`src/rtl/mul_div_unit_if.sv`:
```
// Handshake and HI/LO bus between the control/ALU side and the multiply/divide unit.
// Master issues start/op/operands and MTHI/MTLO writes; slave returns busy/done/HI/LO.
// WIDTH must match the mul_div_unit instance it connects to.
interface mul_div_if #(parameter int WIDTH = 32);
  logic             start;
  logic [1:0]       op;
  logic [WIDTH-1:0] a;
  logic [WIDTH-1:0] b;
  logic             hi_we;
  logic             lo_we;
  logic [WIDTH-1:0] wdata;
  logic             busy;
  logic             done;
  logic [WIDTH-1:0] hi;
  logic [WIDTH-1:0] lo;
  logic             div_zero;

  modport master (
    output start, op, a, b, hi_we, lo_we, wdata,
    input  busy, done, hi, lo, div_zero
  );

  modport slave (
    input  start, op, a, b, hi_we, lo_we, wdata,
    output busy, done, hi, lo, div_zero
  );
endinterface

```
`src/rtl/mul_div_unit.sv`:
```
// Iterative MULT/MULTU/DIV/DIVU unit owning HI/LO; shift-add multiply, restoring divide.
// Latency: WIDTH+1 cycles from the accepting edge to the done pulse, data independent.
// Backpressure: start is ignored while busy (no queueing); a start sampled on the done edge chains.
module mul_div_unit #(
  parameter int WIDTH = 32
) (
  input  logic   clk,
  input  logic   rst,
  mul_div_if.slave bus
);

  localparam int CW = (WIDTH > 1) ? $clog2(WIDTH) : 1;
  localparam logic [CW-1:0] LAST = CW'(WIDTH - 1);

  typedef enum logic [1:0] {
    IDLE   = 2'd0,
    CALC   = 2'd1,
    FINISH = 2'd2
  } state_t;

  state_t             state_q, state_d;
  logic [CW-1:0]      cnt_q, cnt_d;
  logic               busy_q, busy_d;
  logic               done_q, done_d;
  logic [WIDTH-1:0]   hi_q, hi_d;
  logic [WIDTH-1:0]   lo_q, lo_d;
  logic               div_zero_q, div_zero_d;
  // Multiply: {partial product high, multiplier}. Divide: low half is dividend -> quotient.
  logic [2*WIDTH-1:0] acc_q, acc_d;
  logic [WIDTH-1:0]   rem_q, rem_d;
  // Multiplicand (multiply) or divisor (divide), magnitude only.
  logic [WIDTH-1:0]   opnd_q, opnd_d;
  logic               is_div_q, is_div_d;
  logic               sa_q, sa_d;
  logic               sb_q, sb_d;
  logic               dz_pend_q, dz_pend_d;

  logic               op_signed, op_div, a_neg, b_neg, accept, q_bit;
  logic [WIDTH-1:0]   a_abs, b_abs;
  logic [WIDTH:0]     mul_addend, mul_sum, rem_sh, rem_diff;
  logic [2*WIDTH-1:0] prod_res;
  logic [WIDTH-1:0]   quo_res, rem_res;

  // Operand decode: only meaningful on the accepting edge.
  assign op_signed = ~bus.op[0];
  assign op_div    = bus.op[1];
  assign a_neg     = op_signed & bus.a[WIDTH-1];
  assign b_neg     = op_signed & bus.b[WIDTH-1];
  assign a_abs     = a_neg ? -bus.a : bus.a;
  assign b_abs     = b_neg ? -bus.b : bus.b;
  // FINISH also accepts so a new op can be chained on the done edge.
  assign accept    = bus.start & ((state_q == IDLE) | (state_q == FINISH));

  // One multiply step: conditionally add multiplicand to the high half, then shift right.
  assign mul_addend = acc_q[0] ? {1'b0, opnd_q} : '0;
  assign mul_sum    = {1'b0, acc_q[2*WIDTH-1:WIDTH]} + mul_addend;

  // One restoring-divide step; the trial remainder needs WIDTH+1 bits, the kept one fits WIDTH.
  assign rem_sh   = {rem_q, acc_q[WIDTH-1]};
  assign rem_diff = rem_sh - {1'b0, opnd_q};
  assign q_bit    = ~rem_diff[WIDTH];

  // Sign fix-up. A zero divisor leaves the dividend magnitude as remainder, so the normal
  // remainder negation already restores the original a for HI.
  assign prod_res = (sa_q ^ sb_q) ? -acc_q : acc_q;
  assign quo_res  = dz_pend_q ? '1 :
                    ((sa_q ^ sb_q) ? -acc_q[WIDTH-1:0] : acc_q[WIDTH-1:0]);
  assign rem_res  = sa_q ? -rem_q : rem_q;

  // Next-state logic for the FSM, datapath and HI/LO.
  always_comb begin
    state_d    = state_q;
    cnt_d      = cnt_q;
    busy_d     = busy_q;
    done_d     = 1'b0;
    hi_d       = hi_q;
    lo_d       = lo_q;
    div_zero_d = div_zero_q;
    acc_d      = acc_q;
    rem_d      = rem_q;
    opnd_d     = opnd_q;
    is_div_d   = is_div_q;
    sa_d       = sa_q;
    sb_d       = sb_q;
    dz_pend_d  = dz_pend_q;

    case (state_q)
      IDLE: begin
        if (bus.hi_we) hi_d = bus.wdata;
        if (bus.lo_we) lo_d = bus.wdata;
      end
      CALC: begin
        if (is_div_q) begin
          rem_d = q_bit ? rem_diff[WIDTH-1:0] : rem_sh[WIDTH-1:0];
          acc_d = {acc_q[2*WIDTH-1:WIDTH], acc_q[WIDTH-2:0], q_bit};
        end else begin
          acc_d = {mul_sum, acc_q[WIDTH-1:1]};
        end
        cnt_d = cnt_q + CW'(1);
        if (cnt_q == LAST) begin
          cnt_d   = '0;
          state_d = FINISH;
        end
      end
      FINISH: begin
        done_d  = 1'b1;
        busy_d  = 1'b0;
        state_d = IDLE;
        if (is_div_q) begin
          hi_d       = rem_res;
          lo_d       = quo_res;
          div_zero_d = dz_pend_q;
        end else begin
          {hi_d, lo_d} = prod_res;
          div_zero_d   = 1'b0;
        end
      end
      default: state_d = IDLE;
    endcase

    if (accept) begin
      state_d   = CALC;
      busy_d    = 1'b1;
      cnt_d     = '0;
      is_div_d  = op_div;
      sa_d      = a_neg;
      sb_d      = b_neg;
      dz_pend_d = op_div & (bus.b == '0);
      rem_d     = '0;
      if (state_q == IDLE) div_zero_d = 1'b0;
      if (op_div) begin
        acc_d  = {{WIDTH{1'b0}}, a_abs};
        opnd_d = b_abs;
      end else begin
        acc_d  = {{WIDTH{1'b0}}, b_abs};
        opnd_d = a_abs;
      end
    end
  end

  // State registers; reset aborts any operation without a done pulse.
  always_ff @(posedge clk or posedge rst) begin
    if (rst) begin
      state_q    <= IDLE;
      cnt_q      <= '0;
      busy_q     <= 1'b0;
      done_q     <= 1'b0;
      hi_q       <= '0;
      lo_q       <= '0;
      div_zero_q <= 1'b0;
      acc_q      <= '0;
      rem_q      <= '0;
      opnd_q     <= '0;
      is_div_q   <= 1'b0;
      sa_q       <= 1'b0;
      sb_q       <= 1'b0;
      dz_pend_q  <= 1'b0;
    end else begin
      state_q    <= state_d;
      cnt_q      <= cnt_d;
      busy_q     <= busy_d;
      done_q     <= done_d;
      hi_q       <= hi_d;
      lo_q       <= lo_d;
      div_zero_q <= div_zero_d;
      acc_q      <= acc_d;
      rem_q      <= rem_d;
      opnd_q     <= opnd_d;
      is_div_q   <= is_div_d;
      sa_q       <= sa_d;
      sb_q       <= sb_d;
      dz_pend_q  <= dz_pend_d;
    end
  end

  assign bus.busy     = busy_q;
  assign bus.done     = done_q;
  assign bus.hi       = hi_q;
  assign bus.lo       = lo_q;
  assign bus.div_zero = div_zero_q;

endmodule

```
`src/flat_wrapper.sv`:
```
// flat-port wrapper written by rule: the top's interface ports become plain ports
module mul_div_unit_flat 
#(
  parameter int WIDTH = 32
)
  (clk, rst, bus_start, bus_op, bus_a, bus_b, bus_hi_we, bus_lo_we, bus_wdata, bus_busy, bus_done, bus_hi, bus_lo, bus_div_zero);
  mul_div_if #(.WIDTH(WIDTH)) bus_i ();
  input  logic clk;
  input  logic rst;
  input wire logic [$bits(bus_i.start)-1:0] bus_start;
  input wire logic [$bits(bus_i.op)-1:0] bus_op;
  input wire logic [$bits(bus_i.a)-1:0] bus_a;
  input wire logic [$bits(bus_i.b)-1:0] bus_b;
  input wire logic [$bits(bus_i.hi_we)-1:0] bus_hi_we;
  input wire logic [$bits(bus_i.lo_we)-1:0] bus_lo_we;
  input wire logic [$bits(bus_i.wdata)-1:0] bus_wdata;
  output wire logic [$bits(bus_i.busy)-1:0] bus_busy;
  output wire logic [$bits(bus_i.done)-1:0] bus_done;
  output wire logic [$bits(bus_i.hi)-1:0] bus_hi;
  output wire logic [$bits(bus_i.lo)-1:0] bus_lo;
  output wire logic [$bits(bus_i.div_zero)-1:0] bus_div_zero;
  assign bus_i.start = bus_start;
  assign bus_i.op = bus_op;
  assign bus_i.a = bus_a;
  assign bus_i.b = bus_b;
  assign bus_i.hi_we = bus_hi_we;
  assign bus_i.lo_we = bus_lo_we;
  assign bus_i.wdata = bus_wdata;
  assign bus_busy = bus_i.busy;
  assign bus_done = bus_i.done;
  assign bus_hi = bus_i.hi;
  assign bus_lo = bus_i.lo;
  assign bus_div_zero = bus_i.div_zero;
  mul_div_unit #(.WIDTH(WIDTH)) u_core (.clk(clk), .rst(rst), .bus(bus_i));
endmodule
```
`config.mk`:
```
export PLATFORM = sky130hd
export DESIGN_NAME = mul_div_unit_flat
export DESIGN_NICKNAME = d
export VERILOG_FILES = /design/src/rtl/mul_div_unit_if.sv /design/src/rtl/mul_div_unit.sv /design/src/flat_wrapper.sv
export SDC_FILE = /design/constraint.sdc
export NUM_CORES = 1
export LEC_CHECK = 0
export ABC_AREA = 1
export CORE_MARGIN = 2
export CORE_UTILIZATION = 65
export CTS_BUF_LIST = sky130_fd_sc_hd__clkbuf_2
export DETAILED_ROUTE_END_ITERATION = 7
export PLACE_DENSITY = 0.87
export SYNTH_ARGS = -nofsm -noshare
export SYNTH_HDL_FRONTEND = slang
export SYNTH_SLANG_ARGS = --single-unit
```
`constraint.sdc`:
```
create_clock -name clk -period 16.7 [get_ports clk]
set_input_delay 5.01 -clock clk [delete_from_list [all_inputs] [get_ports clk]]
set_output_delay 5.01 -clock clk [all_outputs]
set_load 0.03 [all_outputs]
```
== Word-level counts from Yosys, hierarchy flattened ==
Index checks and enable logic that the tools add are counted.
W data, S select, Z words.

* Bitwise operators: 8
* Add/subtract/negate cells: 8
* Equality and inequality tests: 8
* Reduce and logical (&&, ||, !) cells: 11
* Multiplexer cells: 35

{| class="wikitable"
|+ Operators by type and width
! cell !! count
|-
| $mux W32 || 16
|-
| $mux W64 || 4
|-
| $neg A32 Y32 || 4
|-
| $pmux W32 S2 || 2
|-
| $neg A64 Y64 || 1
|-
| $add A32 B33 Y33 || 1
|-
| $sub A33 B32 Y33 || 1
|-
| $logic_not A32 Y1 || 1
|-
| $mux W5 || 3
|-
| $reduce_and A2 Y1 || 5
|-
| $reduce_bool A2 Y1 || 4
|-
| $mux W1 || 7
|-
| $ne A2 B2 Y1 const B || 3
|-
| $add A5 B1 Y5 const B || 1
|-
| $eq A5 B5 Y1 const B || 1
|-
| $and A1 B1 Y1 || 4
|-
| $mux W2 || 2
|-
| $pmux W2 S2 || 1
|-
| $ne A3 B1 Y1 const B || 1
|-
| $eq A2 B1 Y1 const B || 1
|-
| $eq A2 B2 Y1 const B || 1
|-
| $logic_not A2 Y1 || 1
|-
| $ne A2 B1 Y1 const B || 1
|-
| $not A1 Y1 || 2
|-
| other kinds (2) || 2
|}

* Register bits: 206
* Bits of input ports: 103
* Word-level logic and storage cells: 85

== Longest topological paths before layout ==
* Word-level depth: 5
* Mapped depth: 19

== Least setup slack after synthesis ==
No wires, ideal clock.

* Kind: in2reg
* From: input bus_b[0]
* To: register u_core.acc_q[20]
* Slack: 10.270 ns
* Cell stages on the path: 12
* Arrival: 6.311 ns
* Buffers on the path: 0
* Cell sequence: inv_1 -> ha_1 -> nand3_1 -> nor3_2 -> nand2_1 -> or2_1 -> nand2_1 -> nand2_1 -> nand3_1 -> nand3_1 -> o21ai_0 -> inv_1

* Cells in the longest elaborated chain, start to end: 4

{| class="wikitable"
|+ RTL lines
! element !! line !! source
|-
| start, declared || flat_wrapper.sv:13 || <nowiki>input wire logic [$bits(bus_i.b)-1:0] bus_b;</nowiki>
|-
| $neg A32 Y32 || mul_div_unit.sv:50 || <nowiki>assign b_abs = b_neg ? -bus.b : bus.b;</nowiki>
|-
| $mux W32 || mul_div_unit.sv:50 ||
|-
| $mux W32 || mul_div_unit.sv:131 || <nowiki>if (op_div) begin</nowiki>
|-
| $mux W64 || mul_div_unit.sv:121 || <nowiki>if (accept) begin</nowiki>
|-
| end signal, assigned || mul_div_unit.sv:151 || <nowiki>acc_q <= '0;</nowiki>
|-
| end signal, assigned || mul_div_unit.sv:166 || <nowiki>acc_q <= acc_d;</nowiki>
|-
| end, declared || mul_div_unit.sv:29 || <nowiki>logic [2*WIDTH-1:0] acc_q, acc_d;</nowiki>
|}

Every way passes these cells.
A chain may end at the register's enable or synchronous reset.

== Final worst setup path ==
* From: input bus_start
* To: register u_core.acc_q[45]

* Cells in the longest elaborated chain, start to end: 3
* Elaborated cells between the ends (all ways): 5

{| class="wikitable"
|+ RTL lines
! element !! line !! source
|-
| start, declared || flat_wrapper.sv:10 || <nowiki>input wire logic [$bits(bus_i.start)-1:0] bus_start;</nowiki>
|-
| $and A1 B1 Y1 (*) || mul_div_unit.sv:52 || <nowiki>assign accept = bus.start & ((state_q == IDLE) | (state_q == FINISH));</nowiki>
|-
| $ne A2 B2 Y1 (no line) / $reduce_bool A2 Y1 (equally long branches) || - ||
|-
| $reduce_and A2 Y1 (no line) || - ||
|}

Mark *: on every way between the ends. The rest lies on a longest branch, timed or not.

==> reports/metrics.csv <==
stage;metric;value;unit
worst_setup_path;r2r_slack;12.88;ns
logic_synthesis;synthTopCellsByArea;dfrtp_1, nand2_1, nand3_1, nor2_1, inv_1;
logic_synthesis;syn-num-nets;3244;
grt;grt_pass1_wl;116000;um
floorplan;row_count;62;
logic_synthesis;syn_area;0.0189;sq mm
worst_setup_path;critPathBufInv;5;
worst_setup_path;setup.worst_path.start;bus_start;
layout;fillerInstances;2476;
clock_network;clk_pin_slew;0.11;ns
floorplan;coreArea;0.0287;sq mm
layout;layout.nets;3386;
logic_synthesis;yosys.area.top_type;dfrtp_1;
logic_synthesis;netlist.area_leader.share;27.3;%
logic_synthesis;ys_async_sr_fraction;100;%
logic_synthesis;netlist-cell-type-count;55;
clock_network;cts_sinks;206;
grt;first_global_vias;21607;
detailed_routing;routed_wl;75300;um
grt;grt_max_degree;132;
timing;max_freq;0.134;GHz
timing;skew;0.111;ns
floorplan;fp.dieW;175;um
worst_setup_path;cp_common_cell;inv_1;
worst_setup_path;cp_cell_sequence;clkdlybuf4s50_1, inv_1, nor2_2, buf_4, inv_2, nand2_2, nand2_1, inv_1, o21ai_0;
floorplan;ioPinCount;170;
worst_setup_path;r2r-end;u_core.bus.hi[8]$_DFFE_PP0P_;
grt;antenna_found_initial;1;
floorplan;die-area;0.0305;sq mm
grt;track_usage;48.5;%
clock_network;cts.repair.resized;0;
clock_network;cts_root_buf;clkbuf_2;
timing;setup_violations;0;
worst_setup_path;start_kind;input pin;
worst_setup_path;critPathMaxFanout;32;
logic_synthesis;yosysMostFrequentCell;nand2_1;
clock_network;cts_hold_repair.buffers;0;
clock_network;cts_buffers;55;
worst_setup_path;reg2reg_from;u_core.sa_q$_DFFE_PP0P_;
floorplan;initial_core_util;65.9;%
detailed_routing;firstDrtPassIters;7;
logic_synthesis;synthCells;3069;
flow_run;drv_cap;0;
timing;slew_headroom;24.8;%
power;ir_worst_vdd;154;uV
grt;grt-ovfl-total;0;
timing;hold_viol;0;
floorplan;die_h;175;um
timing;post-route-min-period;7.44;ns
logic_synthesis;ys_top_cells_by_count;nand2_1, nor2_1, inv_1;
place;dp_hpwl;58900;um
clock_network;cts.path.max_buffers;3;
worst_setup_path;critical_path_class;input pin to flop;
power;power_density;233;mW/mm^2
logic_synthesis;ys_warn_count;0;
worst_setup_path;cp_num_cells;9;
outcome;status;completed;
timing;worst_slew_pin_slew;1.13;ns
timing;grt_setup_unrepaired;no;
layout;drive_gt1_share;5.26;%
place;dp_cells;3538;
detailed_routing;vias;23294;
place;gp_congestion;1.10;
logic_synthesis;synthFlopType;dfrtp_1;
worst_setup_path;slowest_stage;inv_1;
layout;multiInputGateArea;0.0119;sq mm
detailed_routing;routedWlPerCell;20.7;um
worst_setup_path;endpoint;u_core.acc_q[45]$_DFFE_PP0P_;
detailed_routing;viasPerCell;6.41;
detailed_routing;drc_errors;0;
detailed_routing;drt_iter0_markers;3483;
worst_setup_path;critPathTopFamily;buffers and inverters;
timing;maxSlewViolCount;0;
clock_network;clkLatencyLatePin;0.93;ns
worst_setup_path;worst-endpoint-arrival;8.17;ns
logic_synthesis;yosysSeqAreaShare;27.3;%
layout;seq_area;0.00515;sq mm
worst_setup_path;cp-end-kind;flop;
hold_path;min_path_type;flop to flop;
clock_network;cts_tree;yes;
detailed_routing;ant_nets;0;
worst_setup_path;reg2regPathDepth;11;
logic_synthesis;syn-mean-instance-area;6.16;sq um
timing;min_period_over_period;44.6;%
clock_network;cts_setup_buffers;0;
clock_network;htreeDepth;2;
layout;area_growth;12.3;%
worst_setup_path;cpPeakStageDelay;0.79;ns
timing;tns;0;ns
worst_setup_path;crit_required;17.43;ns
place;io_buffers;169;
layout;stdcell_count;3634;
logic_synthesis;ys_ff_latch;206;
power;p_leak;10.2;nW
logic_synthesis;synth_edf_count;0;
[sequential cells by signal, summed over array words and instances, names as in the netlist]
name and flops:
u_core.acc_q 64, u_core.bus.hi 32, u_core.opnd_q 32, u_core.rem_q 32, u_core.is_div_q 1, u_core.bus.busy 1
u_core.state_q 2, u_core.dz_pend_q 1, u_core.bus.lo 32, u_core.bus.div_zero 1, u_core.sa_q 1, u_core.bus.done 1
u_core.cnt_q 5, u_core.sb_q 1
[metal layers]
| layer | share of wire [%] | global-route usage [%] | vias to the layer above |
|---|---|---|---|
| met5 | 0 | 0 | - |
| met4 | 9.3 | 35.9 | 0 |
| met3 | 14 | 12.6 | 458 |
| met2 | 42 | 74.4 | 1915 |
| met1 | 34 | 58.9 | 10521 |
| li1 | - | - | 10400 |
[per-stage QoR]
stage / cell area [sq um] / power [mW] / hold slack, ns / utilization, % / setup slack, ns
after floorplan: 18900 / 3.32 / 0.447 / - / 6.07
after global placement: 20700 / 4.29 / 0.469 / 72.3 / 8.67
after detailed placement: 20700 / 4.38 / 0.488 / 72.3 / 8.58
after CTS: 21200 / 4.76 / 0.510 / 74.0 / 9.50
after global routing: 21200 / 5.24 / 0.548 / 74.0 / 9.18
final: 21200 / 4.95 / 0.521 / 74.0 / 9.26
[kinds of logic after synthesis]
logic type / share of synthesized area [%]
AOI/OAI and AO/OA: 16.3
xor gates and xnor gates: 3.38
adders and majority gates: 4.84
buffers and inverters: 10.0
DFF: 27.3
and+or+nand+nor: 38.2
[layout by cell type (no fill, tap or decap), types with 10 or more instances in the layout]
master	netlist	final
xnor2_1	19	19
o21ai_0	162	162
inv_2	8	10
nor2_1	369	364
a221oi_1	29	29
nand4_1	50	50
nand3_1	316	316
nand2_1	853	853
clkdlybuf4s50_1	0	169
o22ai_1	23	23
or2_2	11	11
o211ai_1	28	28
buf_4	8	15
clkinv_1	2	11
ha_1	70	70
nand3b_1	15	15
nor3_1	33	33
dfrtp_1	206	206
nand2_2	10	10
o21ai_1	18	17
o221ai_1	10	10
nor2_2	11	15
inv_1	367	365
a21oi_1	238	238
clkbuf_2	0	79
xor2_1	54	54
[worst min path at each step]
stage	startpoint	to	slack (ns)	cells past startpoint
6_report	u_core.bus.hi[21]$_DFFE_PP0P_	u_core.bus.hi[21]$_DFFE_PP0P_	0.52	2
5_1_grt	u_core.bus.hi[21]$_DFFE_PP0P_	u_core.bus.hi[21]$_DFFE_PP0P_	0.55	2
4_1_cts	u_core.bus.lo[8]$_DFFE_PP0P_	u_core.bus.lo[8]$_DFFE_PP0P_	0.51	2
3_5_place_dp	u_core.bus.lo[8]$_DFFE_PP0P_	u_core.bus.lo[8]$_DFFE_PP0P_	0.49	2
3_3_place_gp	u_core.bus.lo[8]$_DFFE_PP0P_	u_core.bus.lo[8]$_DFFE_PP0P_	0.47	2
2_1_floorplan	u_core.dz_pend_q$_DFFE_PP0P_	u_core.dz_pend_q$_DFFE_PP0P_	0.45	2
[layout make-up]
cell class                 instances  area share [%]
antenna                            1          0.0118
clock buffer                      79            1.86
clock inverter                    16           0.459
inverter                         377            6.70
multi-input combinational       2387            55.9
sequential                       206            24.3
tap                              384            2.26
timing repair buffer             184            8.49
[tightest hold or removal path: stages (launching register included)]
cell and delay, ns:
dfrtp_1 0.35, nor2_1 0.05, a21oi_2 0.08
[report_power, final]
part | total (mW) | switching, mW | leakage, nW | internal, mW
combinational | 3.43 | 2.32 | 7.34 | 1.11
sequential | 1.14 | 0.401 | 2.46 | 0.742
clock | 0.375 | 0.232 | 0.373 | 0.143
(Power assumes the default switching activity.)
